## config.mk

```make
export PLATFORM = sky130hd
export DESIGN_NAME = mtl_avalon_master
export DESIGN_NICKNAME = d
export VERILOG_FILES = /design/src/rtl/mtl_pkg.sv /design/src/rtl/mtl_cmd_fifo.sv /design/src/rtl/mtl_avalon_master.sv
export SDC_FILE = /design/constraint.sdc
export NUM_CORES = 1
export LEC_CHECK = 0
export ABC_AREA = 1
export ABC_CLOCK_PERIOD_IN_PS = 7450
export BUFFER_PORTS_ARGS = -buffer_cell sky130_fd_sc_hd__buf_2
export CORE_MARGIN = 2
export CORE_UTILIZATION = 59
export CTS_CLUSTER_SIZE = 10
export DETAILED_ROUTE_END_ITERATION = 6
export PLACE_DENSITY = 0.88
export SLEW_MARGIN = 20
export SYNTH_ARGS = -nofsm -noshare
export SYNTH_HDL_FRONTEND = slang
export SYNTH_SLANG_ARGS = --single-unit
```

## constraint.sdc

```tcl
create_clock -name iCLK -period 7.45 [get_ports iCLK]
set_input_delay 1.1175 -clock iCLK [delete_from_list [all_inputs] [get_ports iCLK]]
set_output_delay 1.1175 -clock iCLK [all_outputs]
set_load 0.005 [all_outputs]
```

## src/rtl/mtl_pkg.sv

```systemverilog
// Shared definitions for the MTL Avalon master: register map, FSM states
// and the queued command format.
package mtl_pkg;

    localparam logic [7:0] A_XLENGTH            = 8'd0;
    localparam logic [7:0] A_XYDIAG_DEMI        = 8'd1;
    localparam logic [7:0] A_RANK1_XY_OFFSET    = 8'd2;
    localparam logic [7:0] A_QBERT_POSITION_XY0 = 8'd3;
    localparam logic [7:0] A_QBERT_POSITION_XY1 = 8'd4;
    localparam logic [7:0] A_QBERT_JUMP         = 8'd5;
    localparam logic [7:0] A_ISPI               = 8'd6;

    typedef enum logic [1:0] {
        IDLE   = 2'd0,
        WRITE  = 2'd1,
        READ   = 2'd2,
        RDWAIT = 2'd3
    } state_t;

    typedef struct packed {
        logic        write;
        logic [7:0]  addr;
        logic [31:0] data;
    } cmd_t;

endpackage

```

## src/rtl/mtl_cmd_fifo.sv

```systemverilog
// Synchronous command FIFO for the Avalon master; DEPTH must be a power of two
// so the pointers wrap by plain overflow.
module mtl_cmd_fifo
    import mtl_pkg::*;
#(
    parameter int DEPTH = 4
) (
    input  logic                     iCLK,
    input  logic                     iRST_n,
    input  logic                     i_push,
    input  cmd_t                     i_data,
    input  logic                     i_pop,
    output cmd_t                     o_data,
    output logic                     o_full,
    output logic                     o_empty,
    output logic [$clog2(DEPTH):0]   o_count
);
    localparam int AW = $clog2(DEPTH);
    localparam int CW = AW + 1;

    cmd_t            r_mem [DEPTH];
    logic [AW-1:0]   r_wp;
    logic [AW-1:0]   r_rp;
    logic [CW-1:0]   r_cnt;
    logic            w_push;
    logic            w_pop;

    assign w_push  = i_push && !o_full;
    assign w_pop   = i_pop && !o_empty;
    assign o_full  = (r_cnt == CW'(DEPTH));
    assign o_empty = (r_cnt == '0);
    assign o_count = r_cnt;
    assign o_data  = r_mem[r_rp];

    always_ff @(posedge iCLK) begin
        if (w_push) r_mem[r_wp] <= i_data;
    end

    always_ff @(posedge iCLK or negedge iRST_n) begin
        if (!iRST_n) begin
            r_wp  <= '0;
            r_rp  <= '0;
            r_cnt <= '0;
        end else begin
            if (w_push) r_wp <= r_wp + 1'b1;
            if (w_pop)  r_rp <= r_rp + 1'b1;
            case ({w_push, w_pop})
                2'b10:   r_cnt <= r_cnt + 1'b1;
                2'b01:   r_cnt <= r_cnt - 1'b1;
                default: r_cnt <= r_cnt;
            endcase
        end
    end

endmodule

```

## src/rtl/mtl_avalon_master.sv

```systemverilog
// Avalon-MM master issuing queued register commands one at a time.
// Optional periodic SPI register poll enabled by defining MTL_SPI_POLL_EN.
module mtl_avalon_master
    import mtl_pkg::*;
#(
    parameter int         FIFO_DEPTH   = 4,
    parameter int         READ_LATENCY = 1,
    parameter int         POLL_PERIOD  = 33000,
    parameter logic [7:0] SPI_ADDR     = A_ISPI
) (
    input  logic        iCLK,
    input  logic        iRST_n,
    input  logic        iCmd_valid,
    output logic        oCmd_ready,
    input  logic        iCmd_write,
    input  logic [7:0]  iCmd_addr,
    input  logic [31:0] iCmd_data,
    output logic        oRsp_valid,
    output logic [31:0] oRsp_data,
    output logic        oBusy,
    output logic [7:0]  oAvm_address,
    output logic        oAvm_read,
    output logic        oAvm_write,
    output logic [31:0] oAvm_writedata,
    input  logic [31:0] iAvm_readdata,
    input  logic        iAvm_waitrequest,
    output logic [7:0]  oSPI
);
    localparam int CW = $clog2(FIFO_DEPTH) + 1;

    state_t         r_state;
    cmd_t           w_in_cmd;
    cmd_t           w_head;
    logic           w_full;
    logic           w_empty;
    logic [CW-1:0]  w_count;
    logic           w_push;
    logic           w_pop;
    logic           w_capture;
    logic           w_poll_go;
    logic           r_started;
    logic           r_rd;
    logic           r_wr;
    logic           r_is_poll;
    logic [7:0]     r_addr;
    logic [7:0]     r_lat;
    logic [31:0]    r_wdata;
    logic           r_rsp_v;
    logic [31:0]    r_rsp_d;

    // Ready stays low until the first clock after reset release.
    assign oCmd_ready = r_started && !w_full;
    assign w_push     = iCmd_valid && oCmd_ready;
    assign w_pop      = (r_state == IDLE) && !w_empty;
    assign w_in_cmd   = '{write: iCmd_write, addr: iCmd_addr, data: iCmd_data};
    assign w_capture  = ((r_state == READ) && !iAvm_waitrequest && (READ_LATENCY == 0)) ||
                        ((r_state == RDWAIT) && (r_lat == 8'd0));

    assign oBusy          = (w_count != '0) || (r_state != IDLE);
    assign oAvm_address   = r_addr;
    assign oAvm_read      = r_rd;
    assign oAvm_write     = r_wr;
    assign oAvm_writedata = r_wdata;
    assign oRsp_valid     = r_rsp_v;
    assign oRsp_data      = r_rsp_d;

    mtl_cmd_fifo #(.DEPTH(FIFO_DEPTH)) u_fifo (
        .iCLK    (iCLK),
        .iRST_n  (iRST_n),
        .i_push  (w_push),
        .i_data  (w_in_cmd),
        .i_pop   (w_pop),
        .o_data  (w_head),
        .o_full  (w_full),
        .o_empty (w_empty),
        .o_count (w_count)
    );

    always_ff @(posedge iCLK or negedge iRST_n) begin
        if (!iRST_n) r_started <= 1'b0;
        else         r_started <= 1'b1;
    end

    always_ff @(posedge iCLK or negedge iRST_n) begin
        if (!iRST_n) begin
            r_state   <= IDLE;
            r_rd      <= 1'b0;
            r_wr      <= 1'b0;
            r_is_poll <= 1'b0;
            r_addr    <= '0;
            r_wdata   <= '0;
            r_lat     <= '0;
        end else begin
            case (r_state)
                IDLE: begin
                    if (!w_empty) begin
                        r_addr    <= w_head.addr;
                        r_wdata   <= w_head.data;
                        r_is_poll <= 1'b0;
                        r_wr      <= w_head.write;
                        r_rd      <= !w_head.write;
                        r_state   <= w_head.write ? WRITE : READ;
                    end else if (w_poll_go) begin
                        r_addr    <= SPI_ADDR;
                        r_is_poll <= 1'b1;
                        r_rd      <= 1'b1;
                        r_state   <= READ;
                    end
                end
                WRITE: begin
                    if (!iAvm_waitrequest) begin
                        r_wr    <= 1'b0;
                        r_state <= IDLE;
                    end
                end
                READ: begin
                    if (!iAvm_waitrequest) begin
                        r_rd <= 1'b0;
                        if (READ_LATENCY == 0) begin
                            r_state <= IDLE;
                        end else begin
                            r_lat   <= 8'(READ_LATENCY - 1);
                            r_state <= RDWAIT;
                        end
                    end
                end
                RDWAIT: begin
                    if (r_lat == 8'd0) r_state <= IDLE;
                    else               r_lat   <= r_lat - 8'd1;
                end
                default: r_state <= IDLE;
            endcase
        end
    end

    // Internal polls land in oSPI only; the response port sees game reads.
    always_ff @(posedge iCLK or negedge iRST_n) begin
        if (!iRST_n) begin
            r_rsp_v <= 1'b0;
            r_rsp_d <= '0;
        end else begin
            r_rsp_v <= w_capture && !r_is_poll;
            if (w_capture && !r_is_poll) r_rsp_d <= iAvm_readdata;
        end
    end

`ifdef MTL_SPI_POLL_EN
    logic [15:0] r_pcnt;
    logic        r_pend;
    logic [7:0]  r_spi;

    assign w_poll_go = (r_state == IDLE) && w_empty && r_pend;
    assign oSPI      = r_spi;

    // The pending flag saturates: several elapsed periods collapse into one poll.
    always_ff @(posedge iCLK or negedge iRST_n) begin
        if (!iRST_n) begin
            r_pcnt <= '0;
            r_pend <= 1'b0;
            r_spi  <= '0;
        end else begin
            if (r_pcnt == 16'(POLL_PERIOD - 1)) begin
                r_pcnt <= '0;
                r_pend <= 1'b1;
            end else begin
                r_pcnt <= r_pcnt + 16'd1;
                if (w_poll_go) r_pend <= 1'b0;
            end
            if (w_capture && r_is_poll) r_spi <= iAvm_readdata[7:0];
        end
    end
`else
    logic w_unused_cfg;

    assign w_poll_go    = 1'b0;
    assign oSPI         = 8'd0;
    assign w_unused_cfg = POLL_PERIOD[0];
`endif

endmodule

```

==> flow_metrics.env, run 1 <==
export IMPL_timing_rr_end="r_state[1]"
export IMPL_synth_top_cell_area_share_pct=49.0
export IMPL_numCtsBuffers=29
export IMPL_cts_sinks=257
export IMPL_grt_util_all_layers_pct=24.2
export IMPL_yosysTopAreaCell="edfxtp_1"
export IMPL_tightestPinTransition_ns=0.936
export IMPL_finalSetupViolCount=0
export IMPL_p_per_area_mw_per_mm2=418
export IMPL_fin_util_pct=70.9
export IMPL_die_w_um=135
export IMPL_drive_above_1_share_pct=20.2
export IMPL_synthFlopType="edfxtp_1"
export IMPL_crit_required_ns=6.33
export IMPL_floorplan_initialDensity_pct=60.4
export IMPL_place_hpwl_um=13100
export IMPL_grt_antenna_before_repair=7
export IMPL_yosysWarningCount=0
export IMPL_drc=0
export IMPL_r2r_setup_slack_ns=5.09
export IMPL_cts_htree_levels=1
export IMPL_fin_setup_tns_ns=0
export IMPL_path_class="reg -> out"
export IMPL_vias=6996
export IMPL_post_cts_resized=0
export IMPL_cap_violations=0
export IMPL_drtIter0Drc=547
export IMPL_grt_overflow=0
export IMPL_max_freq_ghz=0.396
export IMPL_dieArea_mm2=0.0181
export IMPL_r2r_start="u_fifo.r_rp[1]"
export IMPL_final_max_slew_viol_count=0
export IMPL_final_area_mm2=0.0118
export IMPL_drt_total_wl_um=21900
export IMPL_avgViaCountPerCell=5.54
export IMPL_skew_ns=0.0134
export IMPL_hold_viol_final=0
export IMPL_syn_cell_area_mm2=0.0101
export IMPL_synth_edff_count=164
export IMPL_peakVddDrop_mv=0.260
export IMPL_reg2regPathDepth=7
export IMPL_cts_buffer_depth=3
export IMPL_grt_setup_unrepaired="false"
export IMPL_power_mw=4.93
export IMPL_cts_root_buf="clkbuf_16"
export IMPL_rows=47
export IMPL_worst_hold_path_type="in -> async"
export IMPL_cp_end_kind="output port"
export IMPL_grt_pass1_vias=6766
export IMPL_synthCells=869
export IMPL_final_common_cell="nor2_1"
export IMPL_finalCritPeriodShare_pct=33.9
export IMPL_arrival_ns=1.40
export IMPL_startpoint_type="register"
export IMPL_ant_nets=0
export IMPL_p_leak_nw=4.87
export IMPL_clk_pin_slew_worst_paths_ns=0.06
export IMPL_io_buffers=153
export IMPL_critPathMaxFanout=6
export IMPL_synth_cell_types=29
export IMPL_wl_per_cell_um=17.4
export IMPL_final_nets=1103
export IMPL_slew_headroom_pct=37.6
export IMPL_dpl_cell_area_mm2=0.0110
export IMPL_clock_latency_ns=0.53
export IMPL_core_area_mm2=0.0166
export IMPL_synth_async_sr_flop_share_pct=36.2
export IMPL_boundaryPins=162
export IMPL_ys_top_cells_by_area="edfxtp_1 (49%), dfrtp_1 (23%), nor2_1 (8.3%), nand2_1 (5.3%), o21ai_0 (3.4%)"
export IMPL_cts_tree="built"
export IMPL_grt_first_pass_wirelength_um=34100
export IMPL_ys_seq_elements=257
export IMPL_grt_max_degree=84
export IMPL_ys_seq_area_share_pct=72.1
export IMPL_fin_crit_ns=2.52
export IMPL_postCtsSetupRepairBufs=0
export IMPL_die_h_um=135
export IMPL_syn_to_final_growth_pct=17.3
export IMPL_postCtsHoldBufs=0
export IMPL_drt_first_pass_iters=5
export IMPL_status="finished clean"
export IMPL_gp_congestion=0.793
export IMPL_postSynthAreaPerCell_um2=11.6
export IMPL_final_cell_mix="nor2_1 (219), edfxtp_1 (164), buf_2 (152)"
routing by layer:
layer | up-vias | global-route usage [%] | routed length (µm)
met4 | 6 | 7.89 | 488
met3 | 55 | 6.23 | 2010
li1 | 3223 | - | -
met5 | - | 0 | 43
met1 | 3359 | 30.2 | 8530
met2 | 353 | 41.8 | 10900
through the flow:
stage | cells | hold WS (ns) | setup WS, ns
after floorplan | 876 | 0.446 | 3.98
after global placement | 1204 | 0.460 | 4.47
after detailed placement | 1207 | 0.462 | 4.55
after CTS | 1258 | 0.474 | 4.92
after global routing | 1260 | 0.483 | 4.84
final | 1262 | 0.470 | 4.93
sequential cells by signal, indices dropped and copies added, names as in the netlist:
name	flops
oAvm_address	8
u_fifo.r_wp	2
oAvm_writedata	32
u_fifo.r_mem	164
r_lat	8
oRsp_data	32
u_fifo.r_rp	2
oAvm_write	1
oRsp_valid	1
r_started	1
r_state	2
oAvm_read	1
u_fifo.o_count	3
cell usage after synthesis, types with 2 or more instances:
| cell type | count |
|---|---|
| edfxtp_1 | 164 |
| nand2_4 | 2 |
| clkbuf_1 | 16 |
| xnor2_1 | 2 |
| o21ai_1 | 18 |
| buf_6 | 9 |
| nand3_1 | 9 |
| xor2_1 | 5 |
| dfrtp_1 | 93 |
| a31oi_1 | 41 |
| nor2_1 | 223 |
| nor2_2 | 2 |
| ha_1 | 7 |
| a21oi_1 | 2 |
| inv_1 | 22 |
| buf_2 | 14 |
| conb_1 | 2 |
| nand2_2 | 2 |
| nand2_1 | 143 |
| buf_4 | 10 |
| inv_2 | 5 |
| o21ai_0 | 68 |
| nand4_1 | 4 |
layout make-up:
class,instances,area (µm²)
Sequential cell,257,7250
Fill cell,1061,4840
Multi-Input combinational cell,541,2440
Timing Repair Buffer,161,888
Clock buffer,51,818
Tap cell,220,275
Inverter,28,109
Antenna cell,4,10.0
critical path, stage by stage (launching register included):
cell and delay [ns]:
dfrtp_1 0.46, nor2_4 0.19, nand4_1 0.09, buf_2 0.14
worst max path at each step:
stage               slack, ns                  end  cells after the start  startpoint
finish                   4.93                oBusy                      3  r_state[1]
global route             4.84                oBusy                      3  r_state[1]
floorplan                3.98   u_fifo.r_mem[0][0]                      2  iCmd_valid
global placement         4.47  u_fifo.r_mem[0][16]                      3  iCmd_valid
detailed placement       4.55    u_fifo.o_count[2]                      8  iCmd_valid
CTS                      4.92                oBusy                      3  r_state[1]
kinds of logic after synthesis:
family	share of synthesized area [%]
flip-flops	72.1
XOR/XNOR	0.610
adder cells (fa/ha/maj)	1.07
AND/OR/NAND/NOR	15.0
AO/OA/AOI/OAI	6.99
buffers and inverters	4.14
other	0.0747
report_power, final:
group	total [mW]	internal [mW]	switching, mW	leakage (nW)
Sequential	2.10	1.88	0.223	2.58
Combinational	1.59	0.571	1.02	1.90
Clock	1.24	0.731	0.509	0.389
(Power assumes the default switching activity.)
==> inputs of run 2 (changes only) <==
ABC_CLOCK_PERIOD_IN_PS = 2600   (was 7450)
CORE_UTILIZATION = 56   (was 59)
PLACE_DENSITY = 0.84   (was 0.88)
clock period = 2.6 ns   (was 7.45 ns; I/O delays follow)
==> run 2 against run 1 <==
Against the previous run:
- critical path depth grew 3
- via count down 4.3%
- power rose to 2.8 times the previous value
- wire length fell by 8.3%
- worst setup slack got worse by 4.2 ns
- flip-flop and latch count unchanged
- final cell count grew 1.3%
- register-to-register slack got worse by 4.4 ns
- global-route usage shrank 3.1 points
- non-clock buffer count is 10 higher
- worst hold slack lost 0.42 ns
- critical endpoint is now u_fifo.r_mem[1][21]
- highest routed layer unchanged
==> flow_metrics.env, run 2 (synthesized netlist as in run 1, its figures left out) <==
export IMPL_slew_headroom_pct=41.1
export IMPL_fin_crit_ns=1.90
export IMPL_place_ws_ns=0.683
export IMPL_io_buffers=153
export IMPL_fin_ws_ns=0.704
export IMPL_largest_register_ffs=164
export IMPL_finalSetupViolCount=0
export IMPL_status="finished clean"
export IMPL_crit_required_ns=2.78
export IMPL_gp_congestion=0.835
export IMPL_vias=6696
export IMPL_grt_max_degree=84
export IMPL_die_h_um=138
export IMPL_arrival_ns=2.08
export IMPL_drive_above_1_share_pct=20.9
export IMPL_final_common_cell="nor2_1"
export IMPL_dieArea_mm2=0.0190
export IMPL_grt_first_pass_wirelength_um=32500
export IMPL_crit_path_cell_trace="inv_1, a31oi_1, nand2_1, buf_4, nor2_4, buf_4"
export IMPL_met3_length_um=1480
export IMPL_floorplan_initialDensity_pct=56.6
export IMPL_grt_overflow=0
export IMPL_power_mw=14.0
export IMPL_worstHoldPathCells=3
export IMPL_cap_violations=0
export IMPL_drtIter0Drc=428
export IMPL_grt_setup_unrepaired="false"
export IMPL_cp_slowest_cell="buf_4"
export IMPL_numCtsBuffers=29
export IMPL_core_area_mm2=0.0178
export IMPL_hold_viol_final=0
export IMPL_max_stage_delay_ns=0.41
export IMPL_clock_latency_ns=0.55
export IMPL_cts_sinks=257
export IMPL_min_to="oRsp_data[14]"
export IMPL_cts_buffer_depth=3
export IMPL_grt_antenna_before_repair=3
export IMPL_wl_met1_um=8250
export IMPL_holdWs_ns=0.0508
export IMPL_drt_first_pass_iters=5
export IMPL_regArea_mm2=0.00725
export IMPL_met2_length_um=9920
export IMPL_startpoint_type="register"
export IMPL_syn_to_final_growth_pct=18.0
export IMPL_drt_total_wl_um=20100
export IMPL_final_nets=1113
export IMPL_regMostFlops="u_fifo.r_mem"
export IMPL_postCtsHoldBufs=1
export IMPL_instances_no_fill=1279
export IMPL_peakVddDrop_mv=0.812
export IMPL_cp_end_kind="register"
export IMPL_postCtsSetupRepairBufs=0
export IMPL_fin_util_pct=66.7
export IMPL_grt_util_all_layers_pct=21.1
export IMPL_reg2regPathDepth=6
export IMPL_cts_root_buf="clkbuf_16"
export IMPL_tightestPinTransition_ns=0.883
export IMPL_path_class="reg -> reg"
export IMPL_finalCritPeriodShare_pct=72.9
export IMPL_cts_htree_levels=1
export IMPL_final_cell_mix="nor2_1 (219), edfxtp_1 (164), buf_2 (152)"
export IMPL_worst_hold_path_type="in -> reg"
export IMPL_place_hpwl_um=12300
export IMPL_die_w_um=138
export IMPL_boundaryPins=162
export IMPL_drc=0
export IMPL_critPathMaxFanout=29
export IMPL_post_cts_resized=0
export IMPL_avgViaCountPerCell=5.24
export IMPL_p_leak_nw=4.92
export IMPL_cts_tree="built"
export IMPL_p_per_area_mw_per_mm2=1180
export IMPL_skew_ns=0.0168
export IMPL_min_delay_start="iAvm_readdata[14]"
export IMPL_multi_input_area_mm2=0.00244
export IMPL_timing_rr_end="u_fifo.r_mem[1][21]"
export IMPL_critPathMostFrequentCell="buf_4"
export IMPL_dpl_cell_count=1225
export IMPL_critical_path_top_delay_family="buffers and inverters"
export IMPL_final_max_slew_viol_count=0
export IMPL_max_freq_ghz=0.527
export IMPL_top_layer="met5"
export IMPL_grt_pass1_vias=6518
export IMPL_crit_buf_inv=3
export IMPL_wl_per_cell_um=15.7
export IMPL_r2r_setup_slack_ns=0.70
export IMPL_ant_nets=0
export IMPL_nFillCells=1289
export IMPL_rows=49
export IMPL_clk_pin_slew_worst_paths_ns=0.06
export IMPL_r2r_start="u_fifo.o_count[0]"
[run 2: changes by cell type in the layout (fill, tap and decap cells not counted)]
cell           before  now
clkbuf_1           21   22
buf_12              0    3
diode_2             4    1
inv_4               1    0
inv_16              0    1
clkbuf_8            1    0
inv_2               4    5
dlygate4sd3_1       0    1
buf_16              3    0
buf_4               6   15
[run 2: where the power goes]
part	internal (mW)	leakage (nW)	total [mW]	switching [mW]
registers	5.38	2.58	5.91	0.536
clock network	2.09	0.393	3.55	1.47
logic	1.69	1.94	4.57	2.87
total	9.16	4.92	14.0	4.88
[run 2: metrics by stage]
| step | setup TNS [ns] | instance area [µm²] |
|---|---|---|
| final | 0 | 11900 |
| after global routing | 0 | 11900 |
| after CTS | 0 | 11900 |
| after detailed placement | 0 | 11000 |
| after global placement | 0 | 11000 |
| after floorplan | -77.71 | 10100 |
[run 2: worst max-delay path by stage]
stage	depth (start not counted)	endpoint	slack (ns)	from
6_report	6	u_fifo.r_mem[1][21]	0.70	u_fifo.o_count[0]
5_1_grt	8	oRsp_data[20]	0.48	r_lat[0]
4_1_cts	6	u_fifo.r_mem[1][16]	0.69	u_fifo.o_count[0]
3_5_place_dp	6	u_fifo.r_mem[1][16]	0.68	u_fifo.o_count[0]
2_1_floorplan	4	u_fifo.r_mem[0][0]	-0.47	u_fifo.o_count[0]
3_3_place_gp	6	u_fifo.r_mem[1][13]	0.77	u_fifo.o_count[0]
[run 2: per-layer routing]
metal  vias up  track usage [%]
met5         -                0
met4         4             6.18
met3        45             4.61
met2       263             36.4
met1      3148             27.3
li1       3236                -
[run 2: layout make-up]
cell class,instances,share of cell area [%]
Clock buffer,51,6.81
Tap cell,229,2.41
Timing Repair Buffer,171,7.95
Multi-Input combinational cell,541,20.6
Inverter,28,0.896
Antenna cell,1,0.0211
Sequential cell,257,61.1
Clock inverter,1,0.169
[run 2: worst reg2reg max path, stage by stage, from the launching register on]
cell and delay [ns]:
dfrtp_1 0.37, inv_1 0.11, a31oi_1 0.23, nand2_1 0.11
buf_4 0.20, nor2_4 0.10, buf_4 0.41
==> inputs of run 3 (changes only) <==
ABC_CLOCK_PERIOD_IN_PS = 1600   (was 2600)
CORE_UTILIZATION = 51   (was 56)
PLACE_DENSITY = 0.81   (was 0.84)
clock period = 1.6 ns   (was 2.6 ns; I/O delays follow)
==> run 3 against run 2 <==
Against the previous run:
- the flow now finishes with violations (setup timing)
- worst setup slack worse by 0.77 ns
- die area is 9.5% higher
- critical path type is now reg -> out
- utilization rose by 2.8 points
- highest routed layer is now met4
- flip-flop and latch count unchanged
==> flow_metrics.env, run 3 (synthesized netlist as in run 1, its figures left out) <==
export IMPL_fin_ws_ns=-0.0683
export IMPL_drc=0
export IMPL_max_stage_delay_ns=0.42
export IMPL_grt_antenna_before_repair=1
export IMPL_cp_slowest_cell="dfrtp_2"
export IMPL_final_cell_mix="nor2_1 (219), edfxtp_1 (164), buf_2 (152)"
export IMPL_drive_above_1_share_pct=24.4
export IMPL_grt_util_all_layers_pct=23.2
export IMPL_finalCritPeriodShare_pct=104
export IMPL_grt_pass1_vias=7534
export IMPL_nFillCells=1218
export IMPL_final_common_cell="nor2_1"
export IMPL_final_max_slew_viol_count=0
export IMPL_holdWs_ns=0.127
export IMPL_multi_input_area_mm2=0.00250
export IMPL_die_h_um=144
export IMPL_dpl_cell_count=1292
export IMPL_cts_root_buf="clkbuf_16"
export IMPL_critical_path_top_delay_family="flip-flops"
export IMPL_critPathMaxFanout=2
export IMPL_p_leak_nw=5.60
export IMPL_die_w_um=144
export IMPL_syn_to_final_growth_pct=34.1
export IMPL_finalSetupViolCount=48
export IMPL_cts_tree="built"
export IMPL_power_mw=25.0
export IMPL_clock_latency_ns=0.54
export IMPL_place_hpwl_um=14500
export IMPL_skew_ns=0.0114
export IMPL_arrival_ns=1.43
export IMPL_cts_buffer_depth=3
export IMPL_ant_nets=0
export IMPL_cts_sinks=257
export IMPL_cp_end_kind="output port"
export IMPL_drt_first_pass_iters=5
export IMPL_rows=51
export IMPL_startpoint_type="register"
export IMPL_crit_buf_inv=2
export IMPL_wl_per_cell_um=18.1
export IMPL_drt_total_wl_um=26000
export IMPL_worst_hold_path_type="in -> async"
export IMPL_vias=7564
export IMPL_drtIter0Drc=714
export IMPL_final_nets=1237
export IMPL_cap_violations=0
export IMPL_grt_overflow=0
export IMPL_path_class="reg -> out"
export IMPL_hold_viol_final=0
export IMPL_numCtsBuffers=30
export IMPL_grt_setup_unrepaired="true"
export IMPL_gp_congestion=0.768
export IMPL_avgViaCountPerCell=5.25
export IMPL_fin_setup_tns_ns=-1.18
export IMPL_place_ws_ns=-0.0588
export IMPL_largest_register_ffs=164
export IMPL_boundaryPins=162
export IMPL_core_area_mm2=0.0194
export IMPL_crit_path_cell_trace="nor2_4, buf_6, nand4_1, buf_2"
export IMPL_peakVddDrop_mv=1.17
export IMPL_regArea_mm2=0.00726
export IMPL_violations="setup timing"
export IMPL_dieArea_mm2=0.0209
export IMPL_clk_pin_slew_worst_paths_ns=0.05
export IMPL_max_freq_ghz=0.599
export IMPL_io_buffers=153
export IMPL_crit_required_ns=1.36
export IMPL_cts_htree_levels=1
export IMPL_grt_first_pass_wirelength_um=37400
export IMPL_status="finished with violations"
export IMPL_fin_crit_ns=1.67
export IMPL_regMostFlops="u_fifo.r_mem"
export IMPL_floorplan_initialDensity_pct=51.8
export IMPL_grt_max_degree=51
export IMPL_instances_no_fill=1441
export IMPL_p_per_area_mw_per_mm2=1860
run 3: cell types whose count changed in the layout (fill, tap and decap cells not counted), moves of 3 or more:
cell | before | now
buf_4 | 15 | 34
clkbuf_16 | 29 | 37
buf_8 | 0 | 3
buf_6 | 0 | 6
inv_2 | 5 | 8
dlygate4sd3_1 | 1 | 75
buf_12 | 3 | 17
inv_1 | 22 | 17
run 3: power breakdown:
part	total, mW	internal, mW	switching (mW)
logic	9.27	3.79	5.48
clock network	6.16	3.67	2.49
registers	9.61	8.73	0.878
run 3: routing by layer:
metal	up-vias	routed length [µm]	global-route usage [%]
li1	3492	-	-
met1	3596	10200	28.5
met2	412	12900	40.3
met3	64	2170	4.67
met4	0	801	9.86
met5	-	0	0
run 3: area by class of cell:
cell class,count,area share [%]
Inverter,28,0.826
Timing Repair Buffer,294,17.8
Clock buffer,53,6.51
Tap cell,265,2.46
Antenna cell,1,0.0186
Clock inverter,2,0.0742
Multi-Input combinational cell,541,18.6
Sequential cell,257,53.8
run 3: stage by stage:
stage / utilization, % / cell area, µm²
4_1_cts: 68.0 / 13200
3_3_place_gp: 59.1 / 11500
2_1_floorplan: - / 10100
5_1_grt: 69.5 / 13500
6_report: 69.5 / 13500
3_5_place_dp: 59.1 / 11500
run 3: worst paths after layout:
kind / start / end / slack (ns) / cells past startpoint
worst max register to register: u_fifo.o_count[2] / u_fifo.r_mem[1][22] / -0.06 / 6
worst min register to register: oRsp_data[21] / oRsp_data[21] / 0.47 / 2
max in group asynchronous: iRST_n / u_fifo.r_rp[1] / 0.95 / 3
worst max-delay path: r_state[1] / oBusy / -0.07 / 4
worst min-delay path: iRST_n / oRsp_data[31] / 0.13 / 2
min in group iCLK: iCmd_valid / u_fifo.o_count[2] / 0.23 / 6
run 3: what timing repair did:
item | 4_1_cts | 5_1_grt
pin swaps | 3 | 7
endpoints found under the setup margin | 150 | 174
cloned | 1 | 8
setup buffers | 4 | 6
hold endpoints to repair | 290 | 0
hold buffers | 75 | 0
gates resized for setup | 7 | 21
run 3: worst reg2reg max path: stages, from the launching register on:
cell and delay, ns:
dfrtp_1 0.41, a31oi_4 0.22, nand2_4 0.09, buf_8 0.16
nor2_4 0.19, buf_6 0.16, clkbuf_16 0.15
